$ cat src/rtl/parallel_to_serial_if.sv
// rtl/parallel_to_serial_if.sv - parallel block input / serial sample output bundle
interface parallel_to_serial_if #(
    parameter int P_SIZE = 16,
    parameter int DATA_W = 9
);
    logic signed [DATA_W-1:0] data_in_i [P_SIZE-1:0];
    logic signed [DATA_W-1:0] data_in_q [P_SIZE-1:0];
    logic                     valid_in;
    logic signed [DATA_W-1:0] data_out_i;
    logic signed [DATA_W-1:0] data_out_q;
    logic                     valid_out;
    logic                     sop_out;
    logic                     eop_out;
    logic                     overflow;

    modport master (
        output data_in_i, data_in_q, valid_in,
        input  data_out_i, data_out_q, valid_out, sop_out, eop_out, overflow
    );

    modport slave (
        input  data_in_i, data_in_q, valid_in,
        output data_out_i, data_out_q, valid_out, sop_out, eop_out, overflow
    );
endinterface

$ cat src/rtl/parallel_to_serial.sv
// rtl/parallel_to_serial.sv - ping-pong buffered parallel I/Q block to serial stream
module parallel_to_serial #(
    parameter int P_SIZE = 16,
    parameter int DATA_W = 9
) (
    input  logic                 clk,
    input  logic                 rstn,
    parallel_to_serial_if.slave  bus
);
    localparam int CW = $clog2(P_SIZE);
    localparam logic [CW-1:0] LAST = CW'(P_SIZE - 1);

    typedef enum logic {S_IDLE, S_ACTIVE} state_t;

    state_t                   state, state_nxt;
    logic [CW-1:0]            cnt;
    logic [1:0]               full, full_nxt;
    logic                     wr_sel, rd_sel;
    logic                     rel, cap, drop;
    logic signed [DATA_W-1:0] bank_i [2][P_SIZE];
    logic signed [DATA_W-1:0] bank_q [2][P_SIZE];
    logic signed [DATA_W-1:0] out_i, out_q;
    logic                     out_v, out_sop, out_eop, ovf;

    // A block may land in the bank being drained on the very edge its last sample leaves
    always_comb begin
        rel      = (state == S_ACTIVE) && (cnt == LAST);
        cap      = bus.valid_in && (!full[wr_sel] || (rel && (rd_sel == wr_sel)));
        drop     = bus.valid_in && !cap;
        full_nxt = full;
        if (rel) full_nxt[rd_sel] = 1'b0;
        if (cap) full_nxt[wr_sel] = 1'b1;
    end

    always_comb begin
        state_nxt = state;
        case (state)
            S_IDLE:   if (full[rd_sel]) state_nxt = S_ACTIVE;
            S_ACTIVE: if (rel && !(full[~rd_sel] || (cap && (wr_sel != rd_sel))))
                          state_nxt = S_IDLE;
            default:  state_nxt = S_IDLE;
        endcase
    end

    always_ff @(posedge clk or negedge rstn) begin
        if (!rstn) state <= S_IDLE;
        else       state <= state_nxt;
    end

    always_ff @(posedge clk) begin
        if (cap) begin
            for (int k = 0; k < P_SIZE; k++) begin
                bank_i[wr_sel][k] <= bus.data_in_i[k];
                bank_q[wr_sel][k] <= bus.data_in_q[k];
            end
        end
    end

    always_ff @(posedge clk or negedge rstn) begin
        if (!rstn) begin
            full    <= 2'b00;
            wr_sel  <= 1'b0;
            rd_sel  <= 1'b0;
            cnt     <= '0;
            out_i   <= '0;
            out_q   <= '0;
            out_v   <= 1'b0;
            out_sop <= 1'b0;
            out_eop <= 1'b0;
            ovf     <= 1'b0;
        end else begin
            full <= full_nxt;
            if (cap)  wr_sel <= ~wr_sel;
            if (rel)  rd_sel <= ~rd_sel;
            if (drop) ovf    <= 1'b1;
            if (state == S_ACTIVE) begin
                out_i   <= bank_i[rd_sel][cnt];
                out_q   <= bank_q[rd_sel][cnt];
                out_v   <= 1'b1;
                out_sop <= (cnt == '0);
                out_eop <= (cnt == LAST);
                cnt     <= cnt + CW'(1);
            end else if (full[rd_sel]) begin
                // Idle start: sample 0 goes out on the same edge the block is noticed
                out_i   <= bank_i[rd_sel][0];
                out_q   <= bank_q[rd_sel][0];
                out_v   <= 1'b1;
                out_sop <= 1'b1;
                out_eop <= 1'b0;
                cnt     <= CW'(1);
            end else begin
                out_v   <= 1'b0;
                out_sop <= 1'b0;
                out_eop <= 1'b0;
            end
        end
    end

    assign bus.data_out_i = out_i;
    assign bus.data_out_q = out_q;
    assign bus.valid_out  = out_v;
    assign bus.sop_out    = out_sop;
    assign bus.eop_out    = out_eop;
    assign bus.overflow   = ovf;
endmodule
$ cat src/flat_wrapper.sv
// flat-port wrapper written by rule: the top's interface ports become plain ports
module parallel_to_serial_flat 
#(
    parameter int P_SIZE = 16,
    parameter int DATA_W = 9
)
  (clk, rstn, bus_data_in_i, bus_data_in_q, bus_valid_in, bus_data_out_i, bus_data_out_q, bus_valid_out, bus_sop_out, bus_eop_out, bus_overflow);
  parallel_to_serial_if #(.P_SIZE(P_SIZE), .DATA_W(DATA_W)) bus_i ();
  input  logic clk;
  input  logic rstn;
  input wire logic [$bits(bus_i.data_in_i)-1:0] bus_data_in_i;
  input wire logic [$bits(bus_i.data_in_q)-1:0] bus_data_in_q;
  input wire logic [$bits(bus_i.valid_in)-1:0] bus_valid_in;
  output wire logic [$bits(bus_i.data_out_i)-1:0] bus_data_out_i;
  output wire logic [$bits(bus_i.data_out_q)-1:0] bus_data_out_q;
  output wire logic [$bits(bus_i.valid_out)-1:0] bus_valid_out;
  output wire logic [$bits(bus_i.sop_out)-1:0] bus_sop_out;
  output wire logic [$bits(bus_i.eop_out)-1:0] bus_eop_out;
  output wire logic [$bits(bus_i.overflow)-1:0] bus_overflow;
  assign bus_i.data_in_i = {>>{bus_data_in_i}};
  assign bus_i.data_in_q = {>>{bus_data_in_q}};
  assign bus_i.valid_in = bus_valid_in;
  assign bus_data_out_i = bus_i.data_out_i;
  assign bus_data_out_q = bus_i.data_out_q;
  assign bus_valid_out = bus_i.valid_out;
  assign bus_sop_out = bus_i.sop_out;
  assign bus_eop_out = bus_i.eop_out;
  assign bus_overflow = bus_i.overflow;
  parallel_to_serial #(.P_SIZE(P_SIZE), .DATA_W(DATA_W)) u_core (.clk(clk), .rstn(rstn), .bus(bus_i));
endmodule
$ cat config.mk
export PLATFORM = sky130hd
export DESIGN_NAME = parallel_to_serial_flat
export DESIGN_NICKNAME = d
export VERILOG_FILES = /design/src/rtl/parallel_to_serial_if.sv /design/src/rtl/parallel_to_serial.sv /design/src/flat_wrapper.sv
export SDC_FILE = /design/constraint.sdc
export NUM_CORES = 1
export LEC_CHECK = 0
export BUFFER_PORTS_ARGS = -buffer_cell sky130_fd_sc_hd__buf_4
export CORE_MARGIN = 4
export CORE_UTILIZATION = 30
export CTS_BUF_LIST = sky130_fd_sc_hd__clkbuf_4
export DETAILED_ROUTE_END_ITERATION = 10
export GPL_ROUTABILITY_DRIVEN = 0
export PLACE_DENSITY_LB_ADDON = 0.1
export SYNTH_ARGS = -nofsm -noshare
export SYNTH_HDL_FRONTEND = slang
export SYNTH_SLANG_ARGS = --single-unit
$ cat constraint.sdc
create_clock -name clk -period 20.3 [get_ports clk]
set_input_delay 3.045 -clock clk [delete_from_list [all_inputs] [get_ports clk]]
set_output_delay 3.045 -clock clk [all_outputs]
set_load 0.01 [all_outputs]
== After elaboration in Yosys (flattened, before gate mapping) ==
Memory sizes are Yosys's and may differ from the RTL's.
Cells that the tools add are included.

* Output and inout bits: 22
* RAM bits: 576
* Memories kept: 2
* Flip-flop bits (word level): 31
* Word-level logic and storage cells: 77

{| class="wikitable"
|+ Memory list
! memory !! depth !! width !! read ports !! clocked after Yosys merged registers in !! wr ports !! line !! text
|-
| u_core.bank_i || 2 || 144 || 1 || 0 || 1 || parallel_to_serial.sv:20 || <nowiki>logic signed [DATA_W-1:0] bank_i [2][P_SIZE];</nowiki>
|-
| u_core.bank_q || 2 || 144 || 1 || 0 || 1 || parallel_to_serial.sv:21 || <nowiki>logic signed [DATA_W-1:0] bank_q [2][P_SIZE];</nowiki>
|}

* Reduce and logical (&&, ||, !) cells: 15
* Mux-type cells: 32
* Eq/ne operators: 3
* Add/sub/neg operators: 1
* Bitwise gates (word level): 7
* Order comparisons: 6

{| class="wikitable"
|+ Operators with widths
! kind !! count
|-
| 9-bit binary-select mux with 4-bit select || 2
|-
| 9-bit two-way mux || 8
|-
| 1-bit two-way mux || 15
|-
| 1-bit logical AND || 8
|-
| 4-bit two-way mux || 2
|-
| 1-bit by 2-bit < comparator with 1-bit output, second input constant || 3
|-
| 5-bit >= comparator, second input constant || 1
|-
| 4-bit NOT with 5-bit output || 1
|-
| 4-bit by 1-bit adder with 4-bit output, second input constant || 1
|-
| 4-bit == test, second input constant || 1
|-
| 4-bit logical NOT || 1
|-
| 2-bit two-way mux || 2
|-
| 1-bit logical NOT || 3
|-
| 1-bit NOT || 3
|-
| 2-bit AND || 1
|-
| 1-bit demux with 1-bit select || 2
|-
| 1-bit >= comparator, second input constant || 2
|-
| 1-bit logical OR || 2
|-
| 2-bit NOT || 1
|-
| 2-bit bitwise OR || 1
|-
| 1-bit one-hot mux with 2 select lines || 1
|-
| 2-bit nonzero test || 1
|-
| 1-bit == test || 1
|-
| 1-bit inequality test || 1
|}

== Depth between registers and ports, before layout ==
Gate-level depths: netlist of the first run.

* Depth after elaboration: 11
* Mapped depth: 9

== Worst setup path after synthesis of the first run ==
No wires, ideal clock.

* Path kind: input -> register
* From: in bus_valid_in
* To: mem u_core.bank_i[1][0] in the netlist's numbering (enable)
* Buffers on the path: 0
* Data arrival time: 15.085 ns
* Cell stages on the path: 2
* Setup slack: 4.270 ns
* Cell sequence: nand2_1 > nor2_1

* Word-level cells in the longest chain between the ends: 3

{| class="wikitable"
|+ Ends and longest elaborated chain
! what !! line !! text
|-
| start: declaration || flat_wrapper.sv:13 || <nowiki>input wire logic [$bits(bus_i.valid_in)-1:0] bus_valid_in;</nowiki>
|-
| 1-bit logical AND || parallel_to_serial.sv:28 || <nowiki>cap = bus.valid_in && (!full[wr_sel] || (rel && (rd_sel == wr_sel)));</nowiki>
|-
| 1-bit two-way mux || parallel_to_serial.sv:51 || <nowiki>if (cap) begin</nowiki>
|-
| 1-bit two-way mux (implied by the code) || parallel_to_serial.sv:53 || <nowiki>bank_i[wr_sel][k] <= bus.data_in_i[k];</nowiki>
|-
| end: declaration || parallel_to_serial.sv:20 ||
|}

No other way between the ends.

== Worst setup path in the final report of the first run ==
* From: reg u_core.out_q[2] (netlist: u_core.bus.data_out_q[2])
* To: out bus_data_out_q[2]

{| class="wikitable"
|+ RTL lines
! what !! line !! text
|-
| start: declaration || parallel_to_serial.sv:22 || <nowiki>logic signed [DATA_W-1:0] out_i, out_q;</nowiki>
|-
| start signal: assignment || parallel_to_serial.sv:78 || <nowiki>out_q <= bank_q[rd_sel][cnt];</nowiki>
|-
| start signal: assignment || parallel_to_serial.sv:86 || <nowiki>out_q <= bank_q[rd_sel][0];</nowiki>
|-
| end: declaration || flat_wrapper.sv:15 || <nowiki>output wire logic [$bits(bus_i.data_out_q)-1:0] bus_data_out_q;</nowiki>
|}

No word-level cell between the ends.

==> results of run 1 <==
layout make-up:
type | count | area [um^2] | share of cell area [%]
Timing Repair Buffer | 326 | 2485 | 8.612
Sequential cell | 607 | 18080 | 62.67
Tap cell | 1030 | 1289 | 4.466
Clock inverter | 42 | 187.7 | 0.6504
Multi-Input combinational cell | 457 | 4915 | 17.03
Clock buffer | 247 | 1854 | 6.426
Inverter | 8 | 30.03 | 0.1041
Antenna cell | 4 | 10.01 | 0.03469
Yosys cell counts (4+ instances only):
cell      number  area, um^2
a222oi_1       7       70.07
buf_4         10       75.07
nor2_1        14       52.55
a21bo_2        6       60.06
nand2_1       38       142.6
nor2b_1        5       31.28
o22ai_1       23       143.9
buf_1          5       18.77
edfxtp_1     576       17300
mux2i_1      109        1091
nand3b_1       4       30.03
buf_6          4       45.04
inv_1          7       26.28
clkbuf_1      22       82.58
or3_1         10       62.56
o21ai_0       19       95.09
dfrtp_1       31       775.7
a22o_1         4       35.03
mux4_2       100        2252
a22oi_1       40       300.3
buf_2         17       85.08
a221oi_1      12       105.1
nor3_1         8       40.04
a21oi_1       27       135.1
o221ai_1       6       52.55
final timing paths:
check	depth (start not counted)	end	slack [ns]	from
worst max-delay path	1	bus_data_out_q[2]	15.75	u_core.bus.data_out_q[2]
worst min-delay path	1	u_core.bus.overflow	0.47	u_core.bus.overflow
worst max register to register	7	u_core.bank_q[0][61]	16.42	u_core.cnt[0]
worst min register to register	1	u_core.bus.overflow	0.47	u_core.bus.overflow
max in group asynchronous	1	u_core.rd_sel	17.75	rstn
min in group asynchronous	1	u_core.bus.sop_out	2.10	rstn
registers in the layout, indices dropped and copies added (netlist names), 2 cells and up:
signal,flops
u_core.bank_i,288
u_core.bank_q,288
u_core.bus.data_out_i,9
u_core.bus.data_out_q,9
u_core.cnt,4
u_core.full,2
power groups by stage:
stage / sequential [mW] / clock, mW / combinational, mW
3_5_place_dp: 1.62 / 0 / 1.01
2_1_floorplan: 1.61 / 0 / 0.675
3_3_place_gp: 1.62 / 0 / 1.00
4_1_cts: 1.59 / 1.10 / 1.01
5_1_grt: 1.60 / 1.18 / 1.05
6_report: 1.59 / 1.05 / 0.964
layer usage:
layer | global-route usage (%) | up-vias | share of wire, %
li1 | - | 5708 | -
met1 | 18.25 | 6300 | 41
met2 | 25.79 | 401 | 50
met3 | 4.948 | 116 | 6.8
met4 | 5.389 | 4 | 2.2
met5 | 0 | - | 0.049
stage by stage:
stage          cell area, um^2  setup slack, ns
6_report                 28860            15.75
5_1_grt                  28850            15.61
4_1_cts                  28850            15.59
3_5_place_dp             26800            14.82
3_3_place_gp             26800            14.81
2_1_floorplan            23290            4.270
cells by family (layout without fill, tap and decap cells):
| family | count (synthesis) | in the layout |
|---|---|---|
| adder cells (fa/ha/maj) | 2 | 2 |
| other | 0 | 4 |
| AND/OR/NAND/NOR | 93 | 93 |
| flip-flops | 607 | 607 |
| AO/OA/AOI/OAI | 151 | 151 |
| multiplexers | 209 | 209 |
| buffers and inverters | 66 | 623 |
| XOR/XNOR | 2 | 2 |
==> out/results.ini, run 1 <==
[critical_path]
crit_type=flop to primary output
crit_buf_inv=1
cp.required_ns=17.26
cpPeakStageDelay_ns=0.42
critPathLaunchType=flop
cp_cell_sequence=buf_4
cpMaxStageDelayCell=dfrtp_1
endpoint_kind=primary output
cpLargestDelayFamily=flip-flops
arrival_ns=1.51
crit_fanout=2

[routing]
firstDrtPassIters=6
drtIter0Drc=769
remaining_drc_errors=0
vias_per_cell=4.605
num_vias=12529
wl_per_cell_um=23.26
final_antenna_net_count=0
routed_wl_um=63300

[cts]
cts_setup_buffers=0
hold_buffers=0
cts.sinks=607
cts-root-buf=clkbuf_4
cts_max_level=4
cts_inserted_buffers=168
clkSlewWorstSetupHoldPaths_ns=0.06
cts_resized=0
clk_path_buf_depth=3
tritoncts=built
clk_latency_ns=0.95

[power_and_ir_drop]
power_density_nw_per_um2=124.9
report.power.total_mw=3.604
seqPwrFrac_pct=44.1
p_clk_share_pct=29.2
p_int_mw=2.475
p_sw_mw=1.129
total_leakage_power_nw=10.19
p_sw_share_pct=31.33
peakVddDrop_v=0.00007692
pwr-share-comb_pct=26.8

[floorplan]
core-area_um2=76450
fp-row-count=101
boundaryPins=313
die_w_um=286.6
die-height_um=286.6
dieArea_um2=82160
initial_core_util_pct=30.46

[place]
dp_hpwl_um=40680
place_inst=2428
io_buffers=312

[grt]
antenna_found_initial=6
globalRouteTotalUtil_pct=15.22
grt_max_degree=171
grt_overflow_total=0
grt_first_pass_wirelength_um=90480
grt_pass1_vias=13819

[yosys]
synthesis.nets=1423
yosys-mux-area-fraction_pct=14.35
synth_ff_type=edfxtp_1
synthesis.instances=1130
synth.avg_cell_area_um2=20.61
yosys_register_bits=607
synth_edf_count=576
mappedNetlistArea_um2=23290
ys_types=41
synth_top_family_by_area=multiplexers
async_flop_share_pct=5.107
synth-adder-area-share_pct=0.1074
synth_xor_area_share_pct=0.07521
yosys_warnings=0
ys_seq_area_share_pct=77.59
synthSimpleGateAreaFrac_pct=1.934
synth_compound_area_share_pct=4.491

[cells_and_area]
final_util_pct=37.74
final_cell_count_no_fill=2721
layout_common_cells=edfxtp_1, buf_4, clkbuf_4
fill_cells=7221
drive_above_1_share_pct=42.03
nets=1861
layout_commonest_cell=edfxtp_1
area_growth_pct=23.89

[timing]
rsz0062_at_grt=no
maxSlewHeadroom_pct=21.66
setup_viol=0
timing.hold.ws_ns=0.4745
period_minus_slack_ns=4.554
hold_violations=0
finalCritPeriodShare_pct=22.43
worst_pin_slew_ns=1.175
fmax_mhz=219.6
tns_ns=0
drv_slew=0
finalClockSkew_ns=0.04375

[job]
max_cap_violations=0

[outcome]
status=finished, final reports clean

[hold_path]
hold_class=flop to flop

Power figures use the tool's default switching activity.
==> run 2: changes to the inputs <==
==> constraint.sdc (replaced) <==
create_clock -name clk -period 4.15 [get_ports clk]
set_input_delay 0.6225 -clock clk [delete_from_list [all_inputs] [get_ports clk]]
set_output_delay 0.6225 -clock clk [all_outputs]
set_load 0.01 [all_outputs]
==> out/results.ini, run 2 (synthesis results as in run 1) <==
[outcome]
status=finished, final reports clean

[power_and_ir_drop]
peakVddDrop_v=0.0003311
total_leakage_power_nw=11.56
p_clk_share_pct=29.5
power_density_nw_per_um2=570.5
report.power.total_mw=18.33
p_sw_share_pct=31.49
p_sw_mw=5.773
p_int_mw=12.56
pwr-share-comb_pct=28.4
seqPwrFrac_pct=42.1

[timing]
setup_viol=0
tns_ns=0
maxSlewHeadroom_pct=27.66
finalCritPeriodShare_pct=72.04
fmax_mhz=334.5
finalClockSkew_ns=0.05376
hold_violations=0
drv_slew=0
worst_pin_slew_ns=1.083
timing.hold.ws_ns=0.2024
period_minus_slack_ns=2.990
rsz0062_at_grt=no

[job]
max_cap_violations=0

[cells_and_area]
drive_above_1_share_pct=36.04
fill_cells=6989
area_growth_pct=37.95
layout_commonest_cell=edfxtp_1
final_util_pct=42.03
multi_input_area_um2=4935
nets=2168
layout_common_cells=edfxtp_1, buf_4, dlygate4sd3_1
final_cell_count_no_fill=3049
seq_area_um2=18080
largestRegisters=u_core.bank_i x288, u_core.bank_q x288

[grt]
antenna_found_initial=9
grt_max_degree=98
grt_pass1_vias=15503
grt_overflow_total=0
grt_first_pass_wirelength_um=98100
globalRouteTotalUtil_pct=16.43

[critical_path]
arrival_ns=3.84
r2r_cells=7
crit_fanout=30
crit_type=flop to flop
cp.required_ns=5.00
endpoint_kind=flop
critPathLaunchType=flop

[place]
io_buffers=312
dp_hpwl_um=43770
place_inst=2443

[cts]
clk_latency_ns=0.97
clkSlewWorstSetupHoldPaths_ns=0.06
cts_inserted_buffers=170
cts-root-buf=clkbuf_4
cts.sinks=607
cts_max_level=4
tritoncts=built
clk_path_buf_depth=3
cts_setup_buffers=0

[routing]
firstDrtPassIters=5
num_vias=13840
drtIter0Drc=723
remaining_drc_errors=0
vias_per_cell=4.539
wl_per_cell_um=22.17
routed_wl_um=67600
final_antenna_net_count=0

[floorplan]
fp-row-count=101
initial_core_util_pct=30.46
boundaryPins=313
core-area_um2=76450
die_w_um=286.6
dieArea_um2=82160
die-height_um=286.6

[hold_path]
hold_class=input pin to asynchronous set/reset pin

-- run 2: repair_timing --
action / in CTS / in global routing
hold buffers: 290 / 0
hold endpoints to repair: 611 / 0
endpoints found under the setup margin: 0 / 0
resized for setup: 0 / 0
-- run 2: final timing paths --
check	startpoint	to	slack (ns)
max in group asynchronous	rstn	u_core.rd_sel	3.47
worst max-delay path	u_core.rd_sel	u_core.bus.data_out_i[5]	1.16
worst min-delay path	rstn	u_core.bus.data_out_q[1]	0.20
min in group clk	bus_data_in_i[143]	u_core.bank_i[1][8]	0.36
worst min register to register	u_core.bus.overflow	u_core.bus.overflow	0.47
worst max register to register	u_core.rd_sel	u_core.bus.data_out_i[5]	1.16
-- run 2: layout make-up --
class,count,share of cell area [%]
timing repair buffer,631,17.43
multi-input combinational,457,15.36
antenna,13,0.1012
inverter,8,0.09346
sequential,607,56.28
clock inverter,62,1.090
tap,1030,4.011
clock buffer,241,5.631
-- run 2: power by group through the flow --
stage	Clock (mW)	Combinational, mW	Sequential (mW)
after floorplan	0	3.36	7.67
after global placement	0	5.17	7.85
after detailed placement	0	5.17	7.86
after CTS	5.66	5.42	7.73
after global routing	6.03	5.66	7.77
final	5.41	5.21	7.71
-- run 2: metrics by stage --
step / worst slack, ns / cell area [um^2]
after floorplan: -1.784 / 23360
after global placement: 1.112 / 27040
after detailed placement: 1.088 / 27040
after CTS: 1.094 / 32100
after global routing: 1.003 / 32120
final: 1.160 / 32130
-- run 2: metal layers --
layer,up-vias,GRT usage (%),routed length [um]
li1,6341,-,-
met1,6923,19.06,26490
met2,436,28.90,35290
met3,136,4.853,4044
met4,4,5.961,1750
met5,-,0,26
-- run 2: worst max-delay path: stages, from the launching register on --
cell     delay [ns]
dfrtp_4        0.91
buf_12         0.33
buf_12         0.27
mux2i_1        0.21
o22ai_1        0.12
nor3_1         0.60
a22oi_1        0.16
a21bo_2        0.24
==> run 3: changes to the inputs <==
==> constraint.sdc (replaced) <==
create_clock -name clk -period 2.4 [get_ports clk]
set_input_delay 0.36 -clock clk [delete_from_list [all_inputs] [get_ports clk]]
set_output_delay 0.36 -clock clk [all_outputs]
set_load 0.01 [all_outputs]
==> out/results.ini, run 3 (synthesis results as in run 1) <==
[job]
max_cap_violations=0

[cells_and_area]
largestRegisters=u_core.bank_i x288, u_core.bank_q x288
fill_cells=6752
area_growth_pct=51.63
layout_commonest_cell=edfxtp_1
layout_common_cells=edfxtp_1, dlygate4sd3_1, buf_4
final_util_pct=46.19
final_cell_count_no_fill=3330
drive_above_1_share_pct=36.32
nets=2451
design_area_um2=35320

[power_and_ir_drop]
pwr-share-comb_pct=32.6
power_density_nw_per_um2=953.4
p_sw_share_pct=30.35
p_sw_mw=10.22
total_leakage_power_nw=13.00
peakVddDrop_v=0.0003664
p_clk_share_pct=28.6
seqPwrFrac_pct=38.9
p_int_mw=23.45

[grt]
antenna_found_initial=6
grt_pass1_vias=16516
grt_first_pass_wirelength_um=99300
globalRouteTotalUtil_pct=16.37
grt_overflow_total=0
grt_max_degree=55

[floorplan]
die_w_um=286.6
fp-row-count=101
core-area_um2=76450
boundaryPins=313
die-height_um=286.6
initial_core_util_pct=30.46
dieArea_um2=82160

[critical_path]
crit_type=flop to flop
endpoint_kind=flop
r2r_cells=6
critPathLaunchType=flop
cp.required_ns=3.25
crit_fanout=16
arrival_ns=3.17

[routing]
firstDrtPassIters=5
drtIter0Drc=758
vias_per_cell=4.481
final_antenna_net_count=0
num_vias=14923
remaining_drc_errors=0
routed_wl_um=67870
wl_per_cell_um=20.38

[cts]
clkSlewWorstSetupHoldPaths_ns=0.06
cts_inserted_buffers=169
tritoncts=built
clk_path_buf_depth=3
cts.sinks=607
clk_latency_ns=0.98
cts_max_level=4
cts-root-buf=clkbuf_4

[timing]
drv_slew=0
setup_viol=0
period_minus_slack_ns=2.319
fmax_mhz=431.3
maxSlewHeadroom_pct=46.49
hold_violations=0
tns_ns=0
finalCritPeriodShare_pct=96.61
timing.final.ws_setup_ns=0.08131
finalClockSkew_ns=0.04227
worst_pin_slew_ns=0.8018

[hold_path]
hold_class=input pin to flop
hold_depth=2

[place]
place_area_um2=27900
preCtsSetupSlack_ns=-0.08902
place_inst=2511
io_buffers=312
dp_hpwl_um=45170

[outcome]
status=finished, final reports clean

## run 3: changes by cell type in the layout (fill, tap and decap cells not counted), moves of 17 or more
cell,previous run,this run
dlygate4sd3_1,290,489
buf_4,330,381
buf_12,11,43
clkinv_1,43,26
clkbuf_4,241,264
## run 3: stage by stage
stage          hold WS (ns)  total power, mW
5_1_grt            0.005648            35.68
6_report             0.1511            33.67
3_5_place_dp         0.3847            23.55
3_3_place_gp         0.3802            23.51
2_1_floorplan       0.06441            19.06
4_1_cts           0.0005510            34.14
## run 3: power by group through the flow
| stage | sequential [mW] | combinational (mW) | clock [mW] |
|---|---|---|---|
| 2_1_floorplan | 13.3 | 5.80 | 0 |
| 3_5_place_dp | 13.4 | 10.2 | 0 |
| 5_1_grt | 13.2 | 11.8 | 10.7 |
| 3_3_place_gp | 13.3 | 10.2 | 0 |
| 4_1_cts | 13.1 | 11.0 | 10.1 |
| 6_report | 13.1 | 11.0 | 9.61 |
## run 3: cell type report
class | instances | area, um^2 | area share, %
clock inverter | 40 | 270.3 | 0.7653
inverter | 8 | 30.03 | 0.08503
tap | 1030 | 1289 | 3.649
multi-input combinational | 457 | 4970 | 14.07
sequential | 607 | 18080 | 51.21
antenna | 9 | 22.52 | 0.06377
clock buffer | 264 | 1982 | 5.612
timing repair buffer | 915 | 8668 | 24.54
## run 3: worst paths after layout
check,startpoint,slack (ns),end
min reg2reg,u_core.bus.overflow,0.47,u_core.bus.overflow
max in group asynchronous,rstn,1.62,u_core.cnt[1]
max,u_core.rd_sel,0.08,u_core.bus.data_out_i[8]
min in group asynchronous,rstn,0.53,u_core.bus.data_out_q[8]
min,bus_data_in_i[43],0.15,u_core.bank_i[1][106]
max reg2reg,u_core.rd_sel,0.08,u_core.bus.data_out_i[8]
## run 3: timing repair
action | in CTS | in global routing
hold buffers | 490 | 0
gates resized for setup | 3 | 5
hold endpoints to repair | 645 | 0
pin swaps | 0 | 1
endpoints found under the setup margin | 5 | 5
cloned | 0 | 1
buffers inserted | 3 | 13
## run 3: worst max-delay path: stages (launching register included)
cell     delay, ns
dfrtp_4       0.52
buf_12        0.15
buf_16        0.18
mux4_2        0.53
mux2i_1       0.20
o22ai_1       0.20
or3_1         0.42
## run 3: metal layers
metal  GRT usage [%]  part of all wire [%]  vias up
met5               0                 0.013        -
met4           4.930                   1.8        2
met3           4.837                   5.7      101
met2           29.56                    53      386
met1           18.73                    39     7509
li1                -                     -     6925
